===== config.mk =====
export PLATFORM = sky130hd
export DESIGN_NAME = rot_arbiter_flat
export DESIGN_NICKNAME = d
export VERILOG_FILES = /design/src/rtl/rot_arbiter_pkg.sv /design/src/rtl/rot_arbiter_if.sv /design/src/rtl/rot_arbiter_rot_right.sv /design/src/rtl/rot_arbiter.sv /design/src/flat_wrapper.sv
export SDC_FILE = /design/constraint.sdc
export NUM_CORES = 1
export LEC_CHECK = 0
export BUFFER_PORTS_ARGS = -buffer_cell sky130_fd_sc_hd__clkbuf_2
export CORE_AREA = 3 3 40 42
export CTS_BUF_LIST = sky130_fd_sc_hd__clkbuf_8
export DETAILED_ROUTE_END_ITERATION = 10
export DIE_AREA = 0 0 43 45
export GPL_ROUTABILITY_DRIVEN = 0
export PLACE_DENSITY = 0.7
export SLEW_MARGIN = 20
export SYNTH_ARGS = -nofsm -noshare
export SYNTH_HDL_FRONTEND = slang
export SYNTH_SLANG_ARGS = --single-unit

===== constraint.sdc =====
create_clock -name clk -period 2.4 [get_ports clk]
set_input_delay 0.48 -clock clk [delete_from_list [all_inputs] [get_ports clk]]
set_output_delay 0.48 -clock clk [all_outputs]
set_load 0.05 [all_outputs]

===== src/rtl/rot_arbiter_pkg.sv =====
// rot_arbiter shared types and constants.
// FSM state, requester IDs, counter width.
package rot_arbiter_pkg;

  typedef enum logic {
    EMPTY = 1'b0,
    FULL  = 1'b1
  } state_t;

  localparam logic SRC_A = 1'b0;
  localparam logic SRC_B = 1'b1;

  localparam int CNT_W = 8;

endpackage


===== src/rtl/rot_arbiter_if.sv =====
// rot_arbiter bus: two job requesters plus result port.
// slave = arbiter side, master = client/consumer side.
// cnt_a/cnt_b exist only with ROT_ARB_STATS_EN.
interface rot_arbiter_if #(
  parameter int WIDTH = 4,
  parameter int AMT_W = 2
);
  import rot_arbiter_pkg::*;

  logic             a_valid;
  logic             a_ready;
  logic [WIDTH-1:0] a_data;
  logic [AMT_W-1:0] a_amt;
  logic             b_valid;
  logic             b_ready;
  logic [WIDTH-1:0] b_data;
  logic [AMT_W-1:0] b_amt;
  logic             out_valid;
  logic             out_ready;
  logic [WIDTH-1:0] out_data;
  logic             out_src;
`ifdef ROT_ARB_STATS_EN
  logic [CNT_W-1:0] cnt_a;
  logic [CNT_W-1:0] cnt_b;
`endif

  modport slave (
    input  a_valid, a_data, a_amt,
    input  b_valid, b_data, b_amt,
    input  out_ready,
    output a_ready, b_ready,
    output out_valid, out_data, out_src
`ifdef ROT_ARB_STATS_EN
    ,
    output cnt_a, cnt_b
`endif
  );

  modport master (
    output a_valid, a_data, a_amt,
    output b_valid, b_data, b_amt,
    output out_ready,
    input  a_ready, b_ready,
    input  out_valid, out_data, out_src
`ifdef ROT_ARB_STATS_EN
    ,
    input  cnt_a, cnt_b
`endif
  );

endinterface


===== src/rtl/rot_arbiter_rot_right.sv =====
// Combinational rotate-right: result[i] = data[(i+amt) mod WIDTH].
// Ports: data, amt in; result out.
module rot_right #(
  parameter int WIDTH = 4,
  parameter int AMT_W = 2
) (
  input  logic [WIDTH-1:0] data,
  input  logic [AMT_W-1:0] amt,
  output logic [WIDTH-1:0] result
);

  // WIDTH is a power of two, so the
  // AMT_W-bit sum wraps modulo WIDTH.
  for (genvar i = 0; i < WIDTH; i++) begin : g_bit
    logic [AMT_W-1:0] idx;
    assign idx = AMT_W'(i) + amt;
    assign result[i] = data[idx];
  end

endmodule


===== src/rtl/rot_arbiter.sv =====
// Round-robin arbiter for two rotate requesters into one
// registered output slot. Ports: clk, rst, bus (slave).
// Optional ROT_ARB_STATS_EN adds saturating cnt_a/cnt_b.
module rot_arbiter
  import rot_arbiter_pkg::*;
#(
  parameter int WIDTH = 4,
  parameter int AMT_W = 2
) (
  input  logic        clk,
  input  logic        rst,
  rot_arbiter_if.slave bus
);

  state_t           state, state_nx;
  logic             last_grant, last_nx;
  logic [WIDTH-1:0] data_q, data_nx;
  logic             src_q, src_nx;
  logic [WIDTH-1:0] rot_in, rot_out;
  logic [AMT_W-1:0] rot_amt;
  logic             free;
  logic             gnt_a, gnt_b;
  logic             take;

  assign free = (state == EMPTY) ||
                bus.out_ready;

  always_comb begin
    gnt_a = 1'b0;
    gnt_b = 1'b0;
    if (!rst && free) begin
      unique case (1'b1)
        (bus.a_valid && !bus.b_valid):
          gnt_a = 1'b1;
        (bus.b_valid && !bus.a_valid):
          gnt_b = 1'b1;
        (bus.a_valid && bus.b_valid): begin
          gnt_a = (last_grant == SRC_B);
          gnt_b = (last_grant == SRC_A);
        end
        default: ;
      endcase
    end
  end

  assign take = gnt_a || gnt_b;

  assign bus.a_ready = gnt_a;
  assign bus.b_ready = gnt_b;

  assign rot_in  = gnt_b ? bus.b_data
                         : bus.a_data;
  assign rot_amt = gnt_b ? bus.b_amt
                         : bus.a_amt;

  rot_right #(
    .WIDTH (WIDTH),
    .AMT_W (AMT_W)
  ) u_rot (
    .data   (rot_in),
    .amt    (rot_amt),
    .result (rot_out)
  );

  always_comb begin
    state_nx = state;
    data_nx  = data_q;
    src_nx   = src_q;
    last_nx  = last_grant;
    unique case (state)
      EMPTY: begin
        if (take) begin
          state_nx = FULL;
          data_nx  = rot_out;
          src_nx   = gnt_b ? SRC_B : SRC_A;
          last_nx  = src_nx;
        end
      end
      FULL: begin
        if (bus.out_ready) begin
          if (take) begin
            data_nx = rot_out;
            src_nx  = gnt_b ? SRC_B : SRC_A;
            last_nx = src_nx;
          end else begin
            state_nx = EMPTY;
          end
        end
      end
      default: state_nx = EMPTY;
    endcase
  end

  always_ff @(posedge clk or posedge rst) begin
    if (rst) begin
      state      <= EMPTY;
      data_q     <= '0;
      src_q      <= SRC_A;
      last_grant <= SRC_B;
    end else begin
      state      <= state_nx;
      data_q     <= data_nx;
      src_q      <= src_nx;
      last_grant <= last_nx;
    end
  end

  assign bus.out_valid = (state == FULL);
  assign bus.out_data  = data_q;
  assign bus.out_src   = src_q;

`ifdef ROT_ARB_STATS_EN
  logic [CNT_W-1:0] cnt_a_q, cnt_b_q;
  logic             drain;

  assign drain = (state == FULL) &&
                 bus.out_ready;

  always_ff @(posedge clk or posedge rst) begin
    if (rst) begin
      cnt_a_q <= '0;
      cnt_b_q <= '0;
    end else if (drain) begin
      if (src_q == SRC_A && cnt_a_q != '1)
        cnt_a_q <= cnt_a_q + CNT_W'(1);
      if (src_q == SRC_B && cnt_b_q != '1)
        cnt_b_q <= cnt_b_q + CNT_W'(1);
    end
  end

  assign bus.cnt_a = cnt_a_q;
  assign bus.cnt_b = cnt_b_q;
`endif

endmodule


===== src/flat_wrapper.sv =====
// flat-port wrapper written by rule: the top's interface ports become plain ports
module rot_arbiter_flat import rot_arbiter_pkg::*;
#(
  parameter int WIDTH = 4,
  parameter int AMT_W = 2
)
  (clk, rst, bus_a_valid, bus_a_data, bus_a_amt, bus_b_valid, bus_b_data, bus_b_amt, bus_out_ready, bus_a_ready, bus_b_ready, bus_out_valid, bus_out_data, bus_out_src);
  rot_arbiter_if #(.WIDTH(WIDTH), .AMT_W(AMT_W)) bus_i ();
  input  logic clk;
  input  logic rst;
  input wire logic [$bits(bus_i.a_valid)-1:0] bus_a_valid;
  input wire logic [$bits(bus_i.a_data)-1:0] bus_a_data;
  input wire logic [$bits(bus_i.a_amt)-1:0] bus_a_amt;
  input wire logic [$bits(bus_i.b_valid)-1:0] bus_b_valid;
  input wire logic [$bits(bus_i.b_data)-1:0] bus_b_data;
  input wire logic [$bits(bus_i.b_amt)-1:0] bus_b_amt;
  input wire logic [$bits(bus_i.out_ready)-1:0] bus_out_ready;
  output wire logic [$bits(bus_i.a_ready)-1:0] bus_a_ready;
  output wire logic [$bits(bus_i.b_ready)-1:0] bus_b_ready;
  output wire logic [$bits(bus_i.out_valid)-1:0] bus_out_valid;
  output wire logic [$bits(bus_i.out_data)-1:0] bus_out_data;
  output wire logic [$bits(bus_i.out_src)-1:0] bus_out_src;
  assign bus_i.a_valid = bus_a_valid;
  assign bus_i.a_data = bus_a_data;
  assign bus_i.a_amt = bus_a_amt;
  assign bus_i.b_valid = bus_b_valid;
  assign bus_i.b_data = bus_b_data;
  assign bus_i.b_amt = bus_b_amt;
  assign bus_i.out_ready = bus_out_ready;
  assign bus_a_ready = bus_i.a_ready;
  assign bus_b_ready = bus_i.b_ready;
  assign bus_out_valid = bus_i.out_valid;
  assign bus_out_data = bus_i.out_data;
  assign bus_out_src = bus_i.out_src;
  rot_arbiter #(.WIDTH(WIDTH), .AMT_W(AMT_W)) u_core (.clk(clk), .rst(rst), .bus(bus_i));
endmodule

# Word level (Yosys, flattened, before mapping)
# Cells that the tools add are included.
# W data, S select, Z words.
# totals
out_inout_bits	8
elab_cells	50
register_bits	7
in_bits	17
# op_classes
mux	27
n_lt_le_gt_ge	4
reduce_logical	9
n_addsub	3
bitwise	2
eq_ne	1
# op_table
operator	count
$mux W1	13
$lt A2 B3 Y1 const B	4
$mux W4	3
$pmux W1 S2	5
$bmux W1 S2	4
$pmux W4 S2	1
$add A2 B2 Y2 const A	2
$logic_and A1 B1 Y1	4
$logic_not A1 Y1	3
$add A1 B2 Y2 const A	1
$logic_or A1 B1 Y1	2
$mux W2	1
$ne A2 B2 Y1 const B	1
$not A1 Y1	2

# Depth between registers and ports, before layout
# Gate-level depths: netlist of run 1.
# logic_depth
word_depth	11
ltp_mapped	4
ltp_nobuf	3

# Modules after synthesis
# A second synthesis of run 1 with hierarchy kept.
# unflattened
hier_cells	35
hier_area_um2	516.7
# modules_own_cells
mod	cells_per_inst	instances	area_per_inst_um2	seq_area_each_um2
rot_arbiter	31	1	411.6	176.4
rot_right	4	1	105.1	0.0

# Worst setup path before layout of run 1
# OpenSTA, ideal clock, no wires.
# synth_path
path_kind	flip-flop to output port
from	register u_core.state (netlist: u_core.bus.out_valid)
to	output bus_a_ready
stages_incl_launch_ff	4
t_required_ps	1920
n_path_buf	0
arrival_time_ps	1498
setup_slack_ps	422
path_cell_list	dfrtp_1 > nor2b_1 > a2111o_1 > inv_1
# synth_between
elab_chain_len	4
# synth_lines
item	line_no	text
from (decl)	rot_arbiter.sv:15	state_t state, state_nx;
from (signal assigned)	rot_arbiter.sv:101	state <= state_nx;
$not A1 Y1	rot_arbiter.sv:25	assign free = (state == EMPTY) ||
$logic_or A1 B1 Y1	rot_arbiter.sv:25	
$logic_and A1 B1 Y1	rot_arbiter.sv:31	if (!rst && free) begin
$mux W1	rot_arbiter.sv:31	
to (decl)	flat_wrapper.sv:18	output wire logic [$bits(bus_i.a_ready)-1:0] bus_a_ready;
# Every way passes these cells.

# Worst setup path in the final report of run 1
# layout_path
from	register u_core.last_grant
to	output bus_a_ready
# layout_between
elab_chain_len	2
# layout_lines
item	line_no	text
from (decl)	rot_arbiter.sv:16	logic last_grant, last_nx;
from (signal assigned)	rot_arbiter.sv:104	last_grant <= last_nx;
$pmux W1 S2	rot_arbiter.sv:32	unique case (1'b1)
$mux W1	rot_arbiter.sv:31	
# Every way passes these cells.

==> impl_metrics.py, run 1 <==
metrics = {
    "clock_tree": {
        "clockBufferDepth": 2,
        "post_cts_buffers": 0,
        "cts_resized": 0,
        "clock_sinks": 7,
        "htreeDepth": 1,
        "ctsHoldBuffers": 0,
        "cts_tree": "yes",
        "clockRootBuffer": "clkbuf_8",
        "clk_pin_slew_worst_paths_ps": 40,
        "insertion_delay_ps": 220,
        "cts-buffers-inserted": 3,
    },
    "sta": {
        "max_freq_mhz": 461.1,
        "finalHoldViolations": 0,
        "finalCritPeriodShare_pct": 90.37,
        "rsz0062_at_grt": "no",
        "setup_tns_ps": 0,
        "fin_skew_ps": 2.184,
        "slew_headroom_pct": 72.47,
        "slew_violations": 0,
        "finalSetupViolCount": 0,
        "tightest_slew_ps": 409.7,
        "fin_crit_ps": 2169,
    },
    "worst_setup_path": {
        "worstPathMaxFanout": 6,
        "cp.arrival_ps": 1690,
        "cp-end-kind": "output port",
        "cp-start-kind": "flip-flop",
        "cp.required_ps": 1920,
        "crit_type": "flip-flop to output port",
    },
    "synth": {
        "ys_top_cells_by_count": "dfrtp_1 (6), inv_1 (6)",
        "async_flop_share_pct": 100.0,
        "ys_warn_count": 0,
        "synth_area_leaders": "dfrtp_1 (29%), mux4_2 (17%), mux2_2 (8.6%), mux2i_1 (7.6%), o221ai_1 (6.7%)",
        "synth_edf_count": 0,
        "synth_seq_area_share_pct": 33.57,
        "syn_area_um2": 525.5,
        "synth-main-ff-cell": "dfrtp_1",
        "syn_area_per_cell_um2": 10.95,
        "synthCells": 48,
        "synth_top_area_cell": "dfrtp_1",
        "synth_nets": 65,
        "synth_top_area_share_pct": 28.57,
        "synth_cell_types": 22,
        "ys_ff_latch": 7,
    },
    "final_layout": {
        "diodes": 0,
        "num-nets-final": 92,
        "num-fill-cells": 122,
        "design_area_um2": 701.9,
        "drive_above_1_share_pct": 51.35,
        "postLayoutCoreUtil_pct": 54.63,
        "area_growth_pct": 33.57,
    },
    "die": {
        "top_level_ports": 25,
        "die_w_um": 43,
        "start_util_pct": 40.90,
        "placementRows": 13,
        "die_h_um": 45,
        "dieArea_mm2": 0.001935,
        "core-area_mm2": 0.001285,
    },
    "route": {
        "via_count": 490,
        "ant_nets": 0,
        "firstDrtPassIters": 4,
        "wl_um": 1069,
        "wl_per_cell_um": 12.01,
        "drc": 0,
        "drt-vias-per-instance": 5.506,
        "drt_iter0_drc": 8,
    },
    "pwr": {
        "combPwrFrac_pct": 39.1,
        "p_leak_nw": 0.3512,
        "clock_power_share_pct": 30.4,
        "ir_drop_mv": 0.3222,
        "p_switching_mw": 0.2067,
        "p_sw_share_pct": 38.86,
        "p_int_mw": 0.3252,
        "power_mw": 0.5319,
        "p_seq_share_pct": 30.6,
        "power_density_mw_per_mm2": 757.8,
    },
    "global_routing": {
        "grt_antenna_before_repair": 0,
        "grt-ovfl-total": 0,
        "grt_max_degree": 10,
        "gr-usage-all-layers_pct": 12.08,
        "grt_pass1_wl_um": 1766,
        "grt_pass1_vias": 443,
    },
    "hold_path": {
        "hold_path.class": "input pin to asynchronous set/reset pin",
    },
    "flow_run": {
        "cap_violations": 0,
    },
    "placement": {
        "place_area_um2": 656.9,
        "io_buffers": 24,
    },
    "status": {
        "status": "complete, no violations",
    },
}
-- cell type report --
class | instances | area, µm² | share of cell area (%)
Clock inverter | 1 | 3.754 | 0.5348
Tap cell | 15 | 18.77 | 2.674
Sequential cell | 7 | 176.4 | 25.13
Timing Repair Buffer | 24 | 120.1 | 17.11
Multi-Input combinational cell | 33 | 319.1 | 45.45
Clock buffer | 3 | 41.29 | 5.882
Inverter | 6 | 22.52 | 3.209
-- power groups by stage --
| stage | clock network (mW) | logic (mW) | registers, mW |
|---|---|---|---|
| after floorplan | 0 | 0.0799 | 0.238 |
| after global placement | 0 | 0.208 | 0.162 |
| after detailed placement | 0 | 0.208 | 0.164 |
| after CTS | 0.161 | 0.209 | 0.163 |
| after global routing | 0.171 | 0.223 | 0.166 |
| final | 0.162 | 0.208 | 0.163 |
-- routing by layer --
metal	GRT usage (%)	up-vias	share of wire [%]
li1	-	241	-
met1	15.58	228	43
met2	19.76	19	49
met3	2.390	2	6.5
met4	5.422	0	1.1
met5	0	-	0
-- critical path, cell delays in order, from the launching register on --
cell	delay, ps
dfstp_2	540
nand2_2	90
a2111o_1	490
inv_1	80
clkbuf_2	270
-- flip-flops by register name (all words and copies together), names as in the netlist --
signal                count
u_core.bus.out_src        1
u_core.bus.out_data       4
u_core.bus.out_valid      1
u_core.last_grant         1
-- cell families after synthesis --
logic type,Yosys count,synth area share [%]
mux,12,33.33
flops,7,33.57
compound gates,9,13.81
simple gates,12,13.57
buf+inv,8,5.713
-- metrics by stage --
step | instances | setup slack, ps | hold slack [ps]
6_report | 89 | 231.2 | 233.9
5_1_grt | 89 | 172.8 | 281.9
4_1_cts | 89 | 225.6 | 240.8
3_5_place_dp | 85 | 382.6 | 471.7
3_3_place_gp | 85 | 407.3 | 459.9
2_1_floorplan | 48 | 422.5 | 299.2
-- placed cells by master (no fill, tap or decap) --
| master | instances |
|---|---|
| a2111o_1 | 1 |
| a21o_1 | 1 |
| a21oi_1 | 1 |
| a41oi_1 | 1 |
| and3_2 | 1 |
| clkbuf_2 | 24 |
| clkbuf_8 | 3 |
| dfrtp_1 | 6 |
| dfstp_2 | 1 |
| inv_1 | 7 |
| mux2_2 | 4 |
| mux2i_1 | 4 |
| mux4_2 | 4 |
| nand2_2 | 1 |
| nand2b_1 | 1 |
| nand3_1 | 1 |
| nand4_1 | 4 |
| nor2_1 | 1 |
| nor2b_1 | 2 |
| nor3_1 | 1 |
| o21ai_0 | 1 |
| o221ai_1 | 4 |
-- final timing paths --
kind                                     from                      to  slack (ps)  cells past startpoint
max                         u_core.last_grant             bus_a_ready         230                      4
max in group asynchronous                 rst       u_core.last_grant        1880                      2
min                                       rst  u_core.bus.out_data[2]         230                      2
min reg2reg                u_core.bus.out_src      u_core.bus.out_src         480                      1
max reg2reg                 u_core.last_grant  u_core.bus.out_data[0]         990                      3
min in group clk           u_core.bus.out_src      u_core.bus.out_src         480                      1
Power figures use the tool's default switching activity.
==> run 2, diff against run 1 <==
--- a/config.mk
+++ b/config.mk
@@ -11,7 +11,7 @@
 export DETAILED_ROUTE_END_ITERATION = 10
 export DIE_AREA = 0 0 43 45
 export GPL_ROUTABILITY_DRIVEN = 0
-export PLACE_DENSITY = 0.7
+export PLACE_DENSITY_LB_ADDON = 0.12
 export SLEW_MARGIN = 20
 export SYNTH_ARGS = -nofsm -noshare
 export SYNTH_HDL_FRONTEND = slang
==> run 2 against run 1 <==
Net effect: critical path depth is the same; largest cell class unchanged; via count rose by 0.20%; utilization unchanged; register-to-register slack improved by 20 ps; first-iteration DRC count down 50%; clock skew increased by 0.81 ps; combinational power is essentially flat; critical endpoint unchanged.
==> impl_metrics.py, run 2 (synthesis results as in run 1) <==
metrics = {
    "status": {
        "status": "complete, no violations",
    },
    "placement": {
        "dpl.hpwl_um": 923.7,
        "io_buffers": 24,
    },
    "sta": {
        "max_freq_mhz": 462.4,
        "tightest_slew_ps": 396.9,
        "slew_headroom_pct": 73.33,
        "fin_skew_ps": 2.999,
        "finalCritPeriodShare_pct": 90.11,
        "rsz0062_at_grt": "no",
        "fin_crit_ps": 2163,
        "finalSetupViolCount": 0,
        "finalHoldViolations": 0,
        "slew_violations": 0,
        "setup_tns_ps": 0,
    },
    "clock_tree": {
        "cts_resized": 0,
        "clk_pin_slew_worst_paths_ps": 40,
        "cts-buffers-inserted": 3,
        "insertion_delay_ps": 230,
        "post_cts_buffers": 0,
        "ctsHoldBuffers": 0,
        "clockRootBuffer": "clkbuf_8",
        "clockBufferDepth": 2,
        "clock_sinks": 7,
        "htreeDepth": 1,
        "cts_tree": "yes",
    },
    "route": {
        "drc": 0,
        "ant_nets": 0,
        "wl_um": 1113,
        "via_count": 491,
        "wl_per_cell_um": 12.51,
        "drt_iter0_drc": 4,
        "firstDrtPassIters": 3,
        "drt-vias-per-instance": 5.517,
    },
    "final_layout": {
        "num-nets-final": 92,
        "mostFrequentLayoutCell": "clkbuf_2",
        "area_growth_pct": 33.57,
        "final_cell_mix": "clkbuf_2 (24), inv_1 (7), dfrtp_1 (6)",
        "num-fill-cells": 122,
        "drive_above_1_share_pct": 51.35,
        "diodes": 0,
        "largest_register_ffs": 4,
    },
    "worst_setup_path": {
        "crit_type": "flip-flop to output port",
        "worst_r2r_endpoint": "u_core.bus.out_data[1]",
        "slowest_delay_ps": 540,
        "cp_slowest_cell": "dfstp_2",
        "rr_worst_depth": 3,
        "cp.required_ps": 1920,
        "rr_startpoint": "u_core.last_grant",
        "cp.arrival_ps": 1680,
        "cp_cell_sequence": "nand2_2 > a2111o_1 > inv_1 > clkbuf_2",
        "worstPathMaxFanout": 6,
        "cp-start-kind": "flip-flop",
        "cp-end-kind": "output port",
        "rrSetupSlack_ps": 1010,
    },
    "pwr": {
        "power_density_mw_per_mm2": 759.8,
        "power_mw": 0.5334,
        "p_leak_nw": 0.3512,
        "ir_drop_mv": 0.5170,
    },
    "flow_run": {
        "cap_violations": 0,
    },
    "die": {
        "dieArea_mm2": 0.001935,
        "top_level_ports": 25,
        "die_w_um": 43,
        "core-area_mm2": 0.001285,
        "die_h_um": 45,
        "start_util_pct": 40.90,
        "placementRows": 13,
    },
    "global_routing": {
        "grt_pass1_vias": 474,
        "grt-ovfl-total": 0,
        "gr-usage-all-layers_pct": 14.01,
        "grt_pass1_wl_um": 2014,
        "grt_antenna_before_repair": 0,
        "grt_max_degree": 10,
    },
    "hold_path": {
        "hold_path.class": "input pin to asynchronous set/reset pin",
    },
}
[run 2: cell counts in the layout (fill, tap and decap cells not counted)]
Identical to the previous run, type by type.
[run 2: final cells by class]
class                   count  area (µm²)  area share, %
multi-input cells          33       319.1          45.45
clock buffers               3       41.29          5.882
repair buffers             24       120.1          17.11
inverters                   6       22.52          3.209
flip-flops and latches      7       176.4          25.13
clock inverters             1       3.754         0.5348
well taps                  15       18.77          2.674
[run 2: worst max-delay path by stage]
stage | slack, ps | startpoint | end
after floorplan | 420 | u_core.bus.out_valid | bus_a_ready
after global placement | 410 | bus_a_valid | bus_a_ready
after detailed placement | 400 | bus_a_valid | bus_a_ready
after CTS | 240 | u_core.last_grant | bus_a_ready
after global routing | 140 | u_core.last_grant | bus_a_ready
final | 240 | u_core.last_grant | bus_a_ready
[run 2: metrics by stage]
stage | hold WS [ps] | utilization, % | setup WS (ps) | cells | instance area (µm²)
6_report | 241.2 | 54.63 | 237.4 | 89 | 701.9
3_5_place_dp | 469.6 | 51.12 | 404.1 | 85 | 656.9
2_1_floorplan | 299.2 | - | 422.5 | 48 | 525.5
5_1_grt | 273.1 | 54.63 | 143.3 | 89 | 701.9
3_3_place_gp | 470.7 | 51.12 | 411.4 | 85 | 656.9
4_1_cts | 250.7 | 54.63 | 238.6 | 89 | 701.9
[run 2: report_power, final]
part	switching (mW)	internal, mW	leakage [nW]
combinational	0.141	0.0670	0.241
sequential	0.0147	0.148	0.0828
clock	0.0527	0.111	0.0269
[run 2: worst max-delay path: cells and delay by family, from the launching register on]
kind / cells / cell delay [ps]
buf+inv: 2 / 350
compound gates: 1 / 490
flops: 1 / 540
simple gates: 1 / 90
[run 2: per-layer routing]
layer  wire [µm]  global-route usage [%]  up-vias
met3          88                   7.171        0
li1            -                       -      243
met4           0                   1.807        0
met2         560                   22.46       14
met5           0                       0        -
met1         464                   17.54      234
